[config.mk]
export PLATFORM = sky130hd
export DESIGN_NAME = vrf_read_sequencer
export DESIGN_NICKNAME = d
export VERILOG_FILES = /design/src/rtl/vrf_read_sequencer.sv
export SDC_FILE = /design/constraint.sdc
export NUM_CORES = 1
export LEC_CHECK = 0
export CAP_MARGIN = 30
export CORE_ASPECT_RATIO = 1.2
export CORE_MARGIN = 2
export CORE_UTILIZATION = 55
export CTS_BUF_LIST = sky130_fd_sc_hd__clkbuf_8 sky130_fd_sc_hd__clkbuf_16
export DETAILED_ROUTE_END_ITERATION = 16
export PLACE_DENSITY_LB_ADDON = 0.2
export REMOVE_ABC_BUFFERS = 1
export SETUP_SLACK_MARGIN = 0.4
export SYNTH_ARGS = -nofsm -noshare
export SYNTH_HDL_FRONTEND = slang
export SYNTH_SLANG_ARGS = --single-unit
[constraint.sdc]
create_clock -name clk_i -period 3.9 [get_ports clk_i]
set_clock_uncertainty 0.15 [all_clocks]
set_input_delay 0.585 -clock clk_i [delete_from_list [all_inputs] [get_ports clk_i]]
set_output_delay 0.585 -clock clk_i [all_outputs]
set_load 0.02 [all_outputs]
[src/rtl/vrf_read_sequencer.sv]
// Expands accepted op_reqs into tagged VRF block reads on one shared read port.
// Define VRF_SEQ_RR_ARB_EN for round-robin queue arbitration; otherwise lowest eligible queue wins.
module vrf_read_sequencer #(
    parameter int NR_OP_QUEUE     = 2,
    parameter int VREG_W          = 5,
    parameter int ACC_CNT_W       = 8,
    parameter int BLOCKS_PER_VREG = 8,
    parameter int VRF_ADDR_W      = 8,
    localparam int QW = (NR_OP_QUEUE > 1) ? $clog2(NR_OP_QUEUE) : 1
) (
    input  logic                          clk_i,
    input  logic                          rst_ni,
    input  logic                          op_req_valid_i,
    output logic                          op_req_ready_o,
    input  logic [VREG_W-1:0]             op_req_vs1_i,
    input  logic [VREG_W-1:0]             op_req_vs2_i,
    input  logic [NR_OP_QUEUE-1:0]        op_req_queue_i,
    input  logic [ACC_CNT_W-1:0]          op_req_acc_cnt_i,
    input  logic [NR_OP_QUEUE-1:0]        opq_ready_i,
    output logic                          vrf_req_valid_o,
    output logic [VRF_ADDR_W-1:0]         vrf_req_addr_o,
    output logic [QW-1:0]                 vrf_req_queue_o,
    input  logic                          vrf_req_gnt_i,
    output logic [NR_OP_QUEUE-1:0]        op_access_done_o,
    output logic [NR_OP_QUEUE*VREG_W-1:0] op_access_vs_o
);

    typedef enum logic {IDLE, ACTIVE} state_e;

    state_e                  state, state_next;
    logic [VREG_W-1:0]       req_vs    [NR_OP_QUEUE];
    logic [VREG_W-1:0]       vs_r      [NR_OP_QUEUE];
    logic [ACC_CNT_W-1:0]    remaining [NR_OP_QUEUE];
    logic [ACC_CNT_W-1:0]    rem_after [NR_OP_QUEUE];
    logic [ACC_CNT_W-1:0]    idx       [NR_OP_QUEUE];
    logic [ACC_CNT_W-1:0]    idx_after [NR_OP_QUEUE];
    logic [NR_OP_QUEUE-1:0]  eligible;
    logic                    req_valid;
    logic [VRF_ADDR_W-1:0]   req_addr;
    logic [QW-1:0]           req_queue;
    logic [NR_OP_QUEUE-1:0]  done;
    logic [NR_OP_QUEUE*VREG_W-1:0] done_vs;
    logic                    accept, gnt_fire, arb_en, arb_found, all_empty;
    logic [QW-1:0]           arb_sel;
    logic [VRF_ADDR_W-1:0]   arb_addr;

    always_ff @(posedge clk_i or negedge rst_ni) begin
        if (!rst_ni) state <= IDLE;
        else         state <= state_next;
    end

    always_comb begin
        state_next = state;
        case (state)
            IDLE:    if (op_req_valid_i) state_next = ACTIVE;
            ACTIVE:  if (all_empty && !req_valid) state_next = IDLE;
            default: state_next = IDLE;
        endcase
    end

    always_comb begin
        op_req_ready_o = (state == IDLE);
    end

    assign accept = op_req_valid_i && op_req_ready_o;

    always_comb begin
        for (int q = 0; q < NR_OP_QUEUE; q++) begin
            req_vs[q] = (q == 0) ? op_req_vs1_i : op_req_vs2_i;
        end
    end

    // Counters as they will be after this cycle's grant, so arbitration can stream back to back.
    always_comb begin
        gnt_fire  = req_valid && vrf_req_gnt_i;
        arb_en    = !req_valid || vrf_req_gnt_i;
        all_empty = 1'b1;
        eligible  = '0;
        for (int q = 0; q < NR_OP_QUEUE; q++) begin
            rem_after[q] = remaining[q];
            idx_after[q] = idx[q];
            if (gnt_fire && req_queue == QW'(q)) begin
                rem_after[q] = remaining[q] - ACC_CNT_W'(1);
                idx_after[q] = idx[q] + ACC_CNT_W'(1);
            end
            eligible[q] = (rem_after[q] != '0) && opq_ready_i[q];
            if (remaining[q] != '0) all_empty = 1'b0;
        end
    end

`ifdef VRF_SEQ_RR_ARB_EN
    logic [QW-1:0] rr_ptr, rr_next;

    always_comb begin
        rr_next = rr_ptr;
        if (gnt_fire) rr_next = (req_queue == QW'(NR_OP_QUEUE - 1)) ? '0 : req_queue + QW'(1);
    end

    always_ff @(posedge clk_i or negedge rst_ni) begin
        if (!rst_ni) rr_ptr <= '0;
        else         rr_ptr <= rr_next;
    end

    always_comb begin
        int            cand;
        logic [QW-1:0] cand_q;
        arb_found = 1'b0;
        arb_sel   = '0;
        for (int i = 0; i < NR_OP_QUEUE; i++) begin
            cand = int'(rr_next) + i;
            if (cand >= NR_OP_QUEUE) cand = cand - NR_OP_QUEUE;
            cand_q = QW'(cand);
            if (!arb_found && eligible[cand_q]) begin
                arb_found = 1'b1;
                arb_sel   = cand_q;
            end
        end
    end
`else
    always_comb begin
        arb_found = 1'b0;
        arb_sel   = '0;
        for (int q = NR_OP_QUEUE - 1; q >= 0; q--) begin
            if (eligible[q]) begin
                arb_found = 1'b1;
                arb_sel   = QW'(q);
            end
        end
    end
`endif

    // Block address deliberately runs into the next vreg and wraps silently at the top.
    assign arb_addr = VRF_ADDR_W'(vs_r[arb_sel]) * VRF_ADDR_W'(BLOCKS_PER_VREG)
                    + VRF_ADDR_W'(idx_after[arb_sel]);

    always_ff @(posedge clk_i or negedge rst_ni) begin
        if (!rst_ni) begin
            for (int q = 0; q < NR_OP_QUEUE; q++) begin
                vs_r[q]      <= '0;
                remaining[q] <= '0;
                idx[q]       <= '0;
            end
            req_valid <= 1'b0;
            req_addr  <= '0;
            req_queue <= '0;
            done      <= '0;
            done_vs   <= '0;
        end else begin
            done    <= '0;
            done_vs <= '0;
            for (int q = 0; q < NR_OP_QUEUE; q++) begin
                if (accept) begin
                    vs_r[q]      <= req_vs[q];
                    remaining[q] <= op_req_queue_i[q] ? op_req_acc_cnt_i : '0;
                    idx[q]       <= '0;
                    if (op_req_queue_i[q] && op_req_acc_cnt_i == '0) begin
                        done[q]                      <= 1'b1;
                        done_vs[q*VREG_W +: VREG_W] <= req_vs[q];
                    end
                end else begin
                    remaining[q] <= rem_after[q];
                    idx[q]       <= idx_after[q];
                    if (gnt_fire && req_queue == QW'(q) && remaining[q] == ACC_CNT_W'(1)) begin
                        done[q]                      <= 1'b1;
                        done_vs[q*VREG_W +: VREG_W] <= vs_r[q];
                    end
                end
            end
            // A pending request is frozen until granted, whatever opq_ready_i does.
            if (arb_en) begin
                req_valid <= arb_found;
                req_addr  <= arb_found ? arb_addr : '0;
                req_queue <= arb_found ? arb_sel : '0;
            end
        end
    end

    assign vrf_req_valid_o  = req_valid;
    assign vrf_req_addr_o   = req_addr;
    assign vrf_req_queue_o  = req_queue;
    assign op_access_done_o = done;
    assign op_access_vs_o   = done_vs;

endmodule

# ---- After elaboration in Yosys (flattened, before gate mapping)
# Index checks and enable logic that the tools add are counted.
dict set report op_classes {
  eq_ne 2
  magnitude_cmp 1
  muxes 38
  n_bitwise 3
  add_sub_neg 5
  reduce_logical 18
}
# cell count
set ops {}
lappend ops {{$mux W8} 14}
lappend ops {{$mux W5} 9}
lappend ops {{$reduce_bool A8 Y1} 4}
lappend ops {{$add A8 B1 Y8 const B} 2}
lappend ops {{$eq A8 B1 Y1 const B} 2}
lappend ops {{$sub A8 B1 Y8 const B} 2}
lappend ops {{$mux W1} 14}
lappend ops {{$logic_and A1 B1 Y1} 11}
lappend ops {{$add A8 B8 Y8} 1}
lappend ops {{$logic_not A8 Y1} 1}
lappend ops {{$ge A2 B2 Y1 const B} 1}
lappend ops {{$not A1 Y1} 2}
lappend ops {{$not A1 Y2} 1}
lappend ops {{$pmux W1 S2} 1}
lappend ops {{$logic_not A1 Y1} 1}
lappend ops {{$logic_or A1 B1 Y1} 1}
dict set report totals {
  input_bits 26
  word_cells 79
  output_inout_bits 23
  regBits 65
}

# ---- Logic depth before layout (Yosys ltp)
dict set report logic_depth {
  ltp_word 13
  mapped_depth 18
  depth_no_buf 17
}

# ---- Worst setup path before layout
# Ideal clock, no wire load.
dict set report synth_path {
  path_kind {input port to flip-flop}
  startpoint {input vrf_req_gnt_i}
  endpoint {register req_addr[7], in the netlist vrf_req_addr_o[7]}
  path_slack_ns 0.406
  arrival_time_ns 3.209
  setup_ns 0.136
  required_ns 3.614
  stages 17
  path_cell_list {and3b_1 -> buf_6 -> nand3_2 -> xnor2_1 -> o41ai_4 -> nor2b_1 -> buf_4 -> mux2i_1 -> ha_1 -> inv_1 -> fa_1 -> nor2b_1 -> o21ai_0 -> nand2b_1 -> nor2_1 -> o2111ai_1 -> o211ai_1}
}
dict set report synth_via {
  elab_chain_cells 13
  word_cells_on_any_way 24
}
# element line
set synth_lines {}
lappend synth_lines {{start, declared} 23} ;# input logic vrf_req_gnt_i,
lappend synth_lines {{$logic_and A1 B1 Y1} 75} ;# gnt_fire = req_valid && vrf_req_gnt_i;
lappend synth_lines {{$logic_and A1 B1 Y1} 82} ;# if (gnt_fire && req_queue == QW'(q)) begin
lappend synth_lines {{$mux W8} 82}
lappend synth_lines {{$reduce_bool A8 Y1} 86} ;# eligible[q] = (rem_after[q] != '0) && opq_ready_i[q];
lappend synth_lines {{$logic_and A1 B1 Y1} 86}
lappend synth_lines {{$mux W1 (2 in series)} 124} ;# if (eligible[q]) begin
lappend synth_lines {{$not A1 Y2 (not written as such)} {133, 134}}
lappend synth_lines {{$mux W5 (not written as such) or $mux W8 (tied branches) (3 in series)} {133, 134}}
lappend synth_lines {{$add A8 B8 Y8} 134} ;# + VRF_ADDR_W'(idx_after[arb_sel]);
lappend synth_lines {{$mux W8} 172} ;# req_addr <= arb_found ? arb_addr : '0;
lappend synth_lines {{end signal, assigned} 172}
lappend synth_lines {{end, declared} 39} ;# logic [VRF_ADDR_W-1:0] req_addr;
# Several ways; a longest one is shown, not always the timed one. The select of a mux whose other input is x is not followed.
# A chain may end at the register's enable or synchronous reset.

# ---- Final worst setup path
dict set report layout_path {
  startpoint {register remaining[0] (netlist bit)}
  endpoint {register req_addr[7], in the netlist vrf_req_addr_o[7]}
}
dict set report layout_via {
  elab_chain_cells 12
  word_cells_on_any_way 16
}
# element line
set layout_lines {}
lappend layout_lines {{start, declared} 33} ;# logic [ACC_CNT_W-1:0] remaining [NR_OP_QUEUE];
lappend layout_lines {{start signal, assigned by index} 154} ;# remaining[q] <= op_req_queue_i[q] ? op_req_acc_cnt_i : '0;
lappend layout_lines {{start signal, assigned by index} 161} ;# remaining[q] <= rem_after[q];
lappend layout_lines {{$sub A8 B1 Y8} 83} ;# rem_after[q] = remaining[q] - ACC_CNT_W'(1);
lappend layout_lines {{$mux W8 *} 82}
lappend layout_lines {{$reduce_bool A8 Y1 *} 86}
lappend layout_lines {{$logic_and A1 B1 Y1 *} 86}
lappend layout_lines {{$mux W1 *} 124}
lappend layout_lines {{$mux W1} 124}
lappend layout_lines {{$not A1 Y2 (not written as such)} {133, 134}}
lappend layout_lines {{$mux W5 (not written as such) or $mux W8 (tied branches) (3 in series)} {133, 134}}
lappend layout_lines {{$add A8 B8 Y8} 134}
lappend layout_lines {{$mux W8 *} 172}
# Every way passes the cells marked *; elsewhere a longest branch is shown, timed or not. The select of a mux whose other input is x is not followed.

==> impl_metrics.csv <==
group,metric,value,unit
sta,max_freq,0.282,GHz
critical_path,reg2regPathDepth,19,
clock_network,clockRootBuffer,"clkbuf_8",
clock_network,h-tree-depth,3,
grt,grt_usage,24.6,%
clock_network,numCtsBuffers,9,
floorplan,ios,49,
floorplan,row_count,31,
critical_path,crit_path_end_kind,"register",
critical_path,critPathLaunchType,"register",
grt,antenna_found_initial,0,
floorplan,die_w,76.2,µm
yosys,synth_top_area_cell,"dfrtp_1",
grt,grt_pass1_vias,2809,
routing,final_antenna_net_count,0,
routing,wl,8.49,mm
sta,post-route-period-util,90.8,%
clock_network,path_clk_slew,70,ps
yosys,synth_most_common_cell,"dfrtp_1",
yosys,ys_ff_latch,65,
placed_design,io_buffers,48,
final_layout,nFillCells,471,
clock_network,cts.sinks,65,
worst_hold_path,min_path_type,"in -> async",
yosys,synth_top_area_share,47.3,%
routing,wire_per_inst,16.8,µm
critical_path,path_class,"reg -> reg",
floorplan,coreArea,6050,µm²
power_and_ir_drop,seq_power_share,40.9,%
sta,period_needed,3540,ps
job,drv_cap,0,
yosys,avgSynthCellArea,9.77,µm²
power_and_ir_drop,switching_share,37.6,%
routing,drt_iter0_drc,174,
floorplan,fp.dieH,90.6,µm
yosys,synth-async-reset-ratio,100,%
sta,worst_pin_slew,834,ps
final_layout,syn_to_final_growth,30.1,%
clock_network,ctsLongestPathBuffers,2,
floorplan,start_util,56.8,%
power_and_ir_drop,p_total,0.00277,W
sta,final-setup-viol-count,0,
power_and_ir_drop,p_leak,2.00,nW
yosys,ys.flop_type,"dfrtp_1",
routing,vias,2934,
grt,overflow,0,
final_layout,finish.net_count,460,
yosys,ys_warn_count,0,
run_status,outcome,"finished, final reports clean",
critical_path,required,3980,ps
critical_path,path_cells,"inv_2 > ha_4 > nand4_1 > nor3b_2 > a211oi_2 > o41ai_2 > buf_4 > nor2b_4 > buf_6 > mux2_1 > ha_2 > inv_2 > fa_2 > nor2b_2 > o21ai_1 > nand2b_1 > nor2_1 > o2111ai_1 > o211ai_1",
critical_path,r2r_start,"remaining[0]$_DFF_PN0_",
placed_design,dpl_worst_slack,-201,ps
clock_network,ctsHoldBuffers,0,
critical_path,r2r_end,"vrf_req_addr_o[7]$_DFFE_PN0P_",
placed_design,place_congestion,0.876,
clock_network,clk_latency,350,ps
yosys,ys_types,44,
yosys,synthTopCellsByCount,"65 x dfrtp_1, 50 x nand2_1, 29 x nor2_1",
yosys,ys_seq_area_share,47.3,%
power_and_ir_drop,intPower,0.00173,W
yosys,synth_enable_flop_cells,0,
critical_path,reg2reg_slack,360,ps
yosys,syn-cell-area,3440,µm²
yosys,synthTopCellsByArea,"dfrtp_1 47%, nand2_1 5.5%, ha_1 4.4%",
power_and_ir_drop,combPwrFrac,39.8,%
critical_path,crit_top_cell,"inv_2",
final_layout,drive_gt1_share,18.8,%
critical_path,crit_fanout,6,
power_and_ir_drop,p_clk_share,19.3,%
power_and_ir_drop,p_sw,0.00104,W
power_and_ir_drop,powerDensity,620,nW/µm²
sta,rsz0062_at_grt,"true",
placed_design,hpwl,5.73,mm
routing,drc,0,
final_layout,num_antenna_cells,0,
power_and_ir_drop,vdd_drop_max,477,µV
grt,grt_max_degree,42,
sta,worst_slack,359,ps
critical_path,cpMaxStageDelayCell,"dfrtp_2",
clock_network,cts_tree,"yes",
sta,whs,177,ps
critical_path,arrival,3620,ps
final_layout,fin_util,73.9,%
sta,slew_viol_final,0,
sta,fin_tns_setup,0,ps
critical_path,cp_slowest_stage_delay,460,ps
routing,viasPerCell,5.79,
sta,finalHoldViolations,0,
grt,grt_pass1_wl,13.3,mm
sta,slew_headroom,44.4,%
yosys,syn_inst,352,
floorplan,dieArea,6900,µm²
routing,first_pass_iters,4,
## layer usage
metal | GRT usage [%] | part of all wire [%] | up-vias | wire length, µm
li1 | - | - | 1374 | -
met1 | 30.0 | 41 | 1432 | 3460
met4 | 10.6 | 3.9 | 0 | 329
met2 | 41.7 | 51 | 103 | 4290
met5 | 0 | 0 | - | 0
met3 | 5.60 | 4.8 | 25 | 407
## layout by cell type, fill, tap and decap left out, drive strengths merged, types with 2 or more instances in the layout
cell type / n
o41ai: 2
dfrtp: 65
buf: 34
mux2i: 6
o211ai: 2
xnor2: 17
nor3: 8
o221ai: 3
a22o: 2
ha: 12
xor2: 16
a21o: 4
nor3b: 2
or3: 3
mux2: 4
nand4: 9
clkdlybuf4s50: 46
nand3: 17
a32o: 10
inv: 11
clkbuf: 10
nand4b: 2
o21ai: 16
nand2: 50
nor2b: 6
nor4: 4
a21oi: 7
o21a: 4
nand3b: 2
and4: 2
nand2b: 3
and3: 8
nor2: 29
## logic make-up (layout without fill, tap and decap cells)
group / after synthesis / after routing / synth area share (%)
and+or+nand+nor: 146 / 146 / 20.6
DFF: 65 / 65 / 47.3
AOI/OAI and AO/OA: 54 / 54 / 11.9
xor gates and xnor gates: 33 / 33 / 8.41
buffers and inverters: 31 / 104 / 3.71
adders and majority gates: 13 / 13 / 4.95
muxes: 10 / 10 / 3.17
## critical path, delay by kind of cell (launching register included)
family,cells,cell delay [ps]
AO/OA/AOI/OAI,5,790
adder cells (fa/ha/maj),3,710
AND/OR/NAND/NOR,6,650
flip-flops,1,460
buffers and inverters,4,460
multiplexers,1,200
## flip-flops by register name, indices dropped and copies added, names as in the netlist
register / cells
idx: 16
op_access_done_o: 2
op_access_vs_o: 10
remaining: 16
state: 1
vrf_req_addr_o: 8
vrf_req_queue_o: 1
vrf_req_valid_o: 1
vs_r: 10
## how the worst max path moves through the flow
| stage | end | cells past startpoint | slack, ps | from |
|---|---|---|---|---|
| final | vrf_req_addr_o[7]$_DFFE_PN0P_ | 19 | 360 | remaining[0]$_DFF_PN0_ |
| after global routing | vrf_req_addr_o[7]$_DFFE_PN0P_ | 17 | 170 | vrf_req_valid_o$_DFFE_PN0P_ |
| after CTS | vrf_req_addr_o[7]$_DFFE_PN0P_ | 17 | 410 | remaining[8]$_DFF_PN0_ |
| after detailed placement | vrf_req_addr_o[7]$_DFFE_PN0P_ | 17 | -200 | vrf_req_gnt_i |
| after global placement | vrf_req_addr_o[7]$_DFFE_PN0P_ | 17 | -120 | vrf_req_gnt_i |
| after floorplan | vrf_req_addr_o[7]$_DFFE_PN0P_ | 15 | -210 | vrf_req_gnt_i |
## layout make-up
type	count	area [µm²]	share of cell area (%)
inverter	8	30.0	0.671
multi-input combinational	256	1800	40.3
clock buffer	9	124	2.77
sequential	65	1630	36.5
timing repair buffer	81	729	16.3
tap	82	103	2.29
clock inverter	6	53.8	1.20
## per-stage QoR
step | cells | area [µm²]
2_1_floorplan | 329 | 3340
3_3_place_gp | 479 | 4080
3_5_place_dp | 479 | 4080
4_1_cts | 495 | 4270
5_1_grt | 507 | 4470
6_report | 507 | 4470
## power groups by stage
| stage | sequential (W) | combinational [W] | clock [W] |
|---|---|---|---|
| 6_report | 0.00114 | 0.00110 | 0.000535 |
| 5_1_grt | 0.00117 | 0.00123 | 0.000568 |
| 4_1_cts | 0.00112 | 0.000941 | 0.000538 |
| 3_5_place_dp | 0.00113 | 0.000924 | 0 |
| 3_3_place_gp | 0.00112 | 0.000901 | 0 |
| 2_1_floorplan | 0.00112 | 0.000575 | 0 |
## repair_timing
item,CTS,global route
buffers inserted,1,12
resized for setup,6,32
setup endpoints to repair,4,3
pin swaps,0,16
Note: power is estimated with default switching activity, not from simulation.
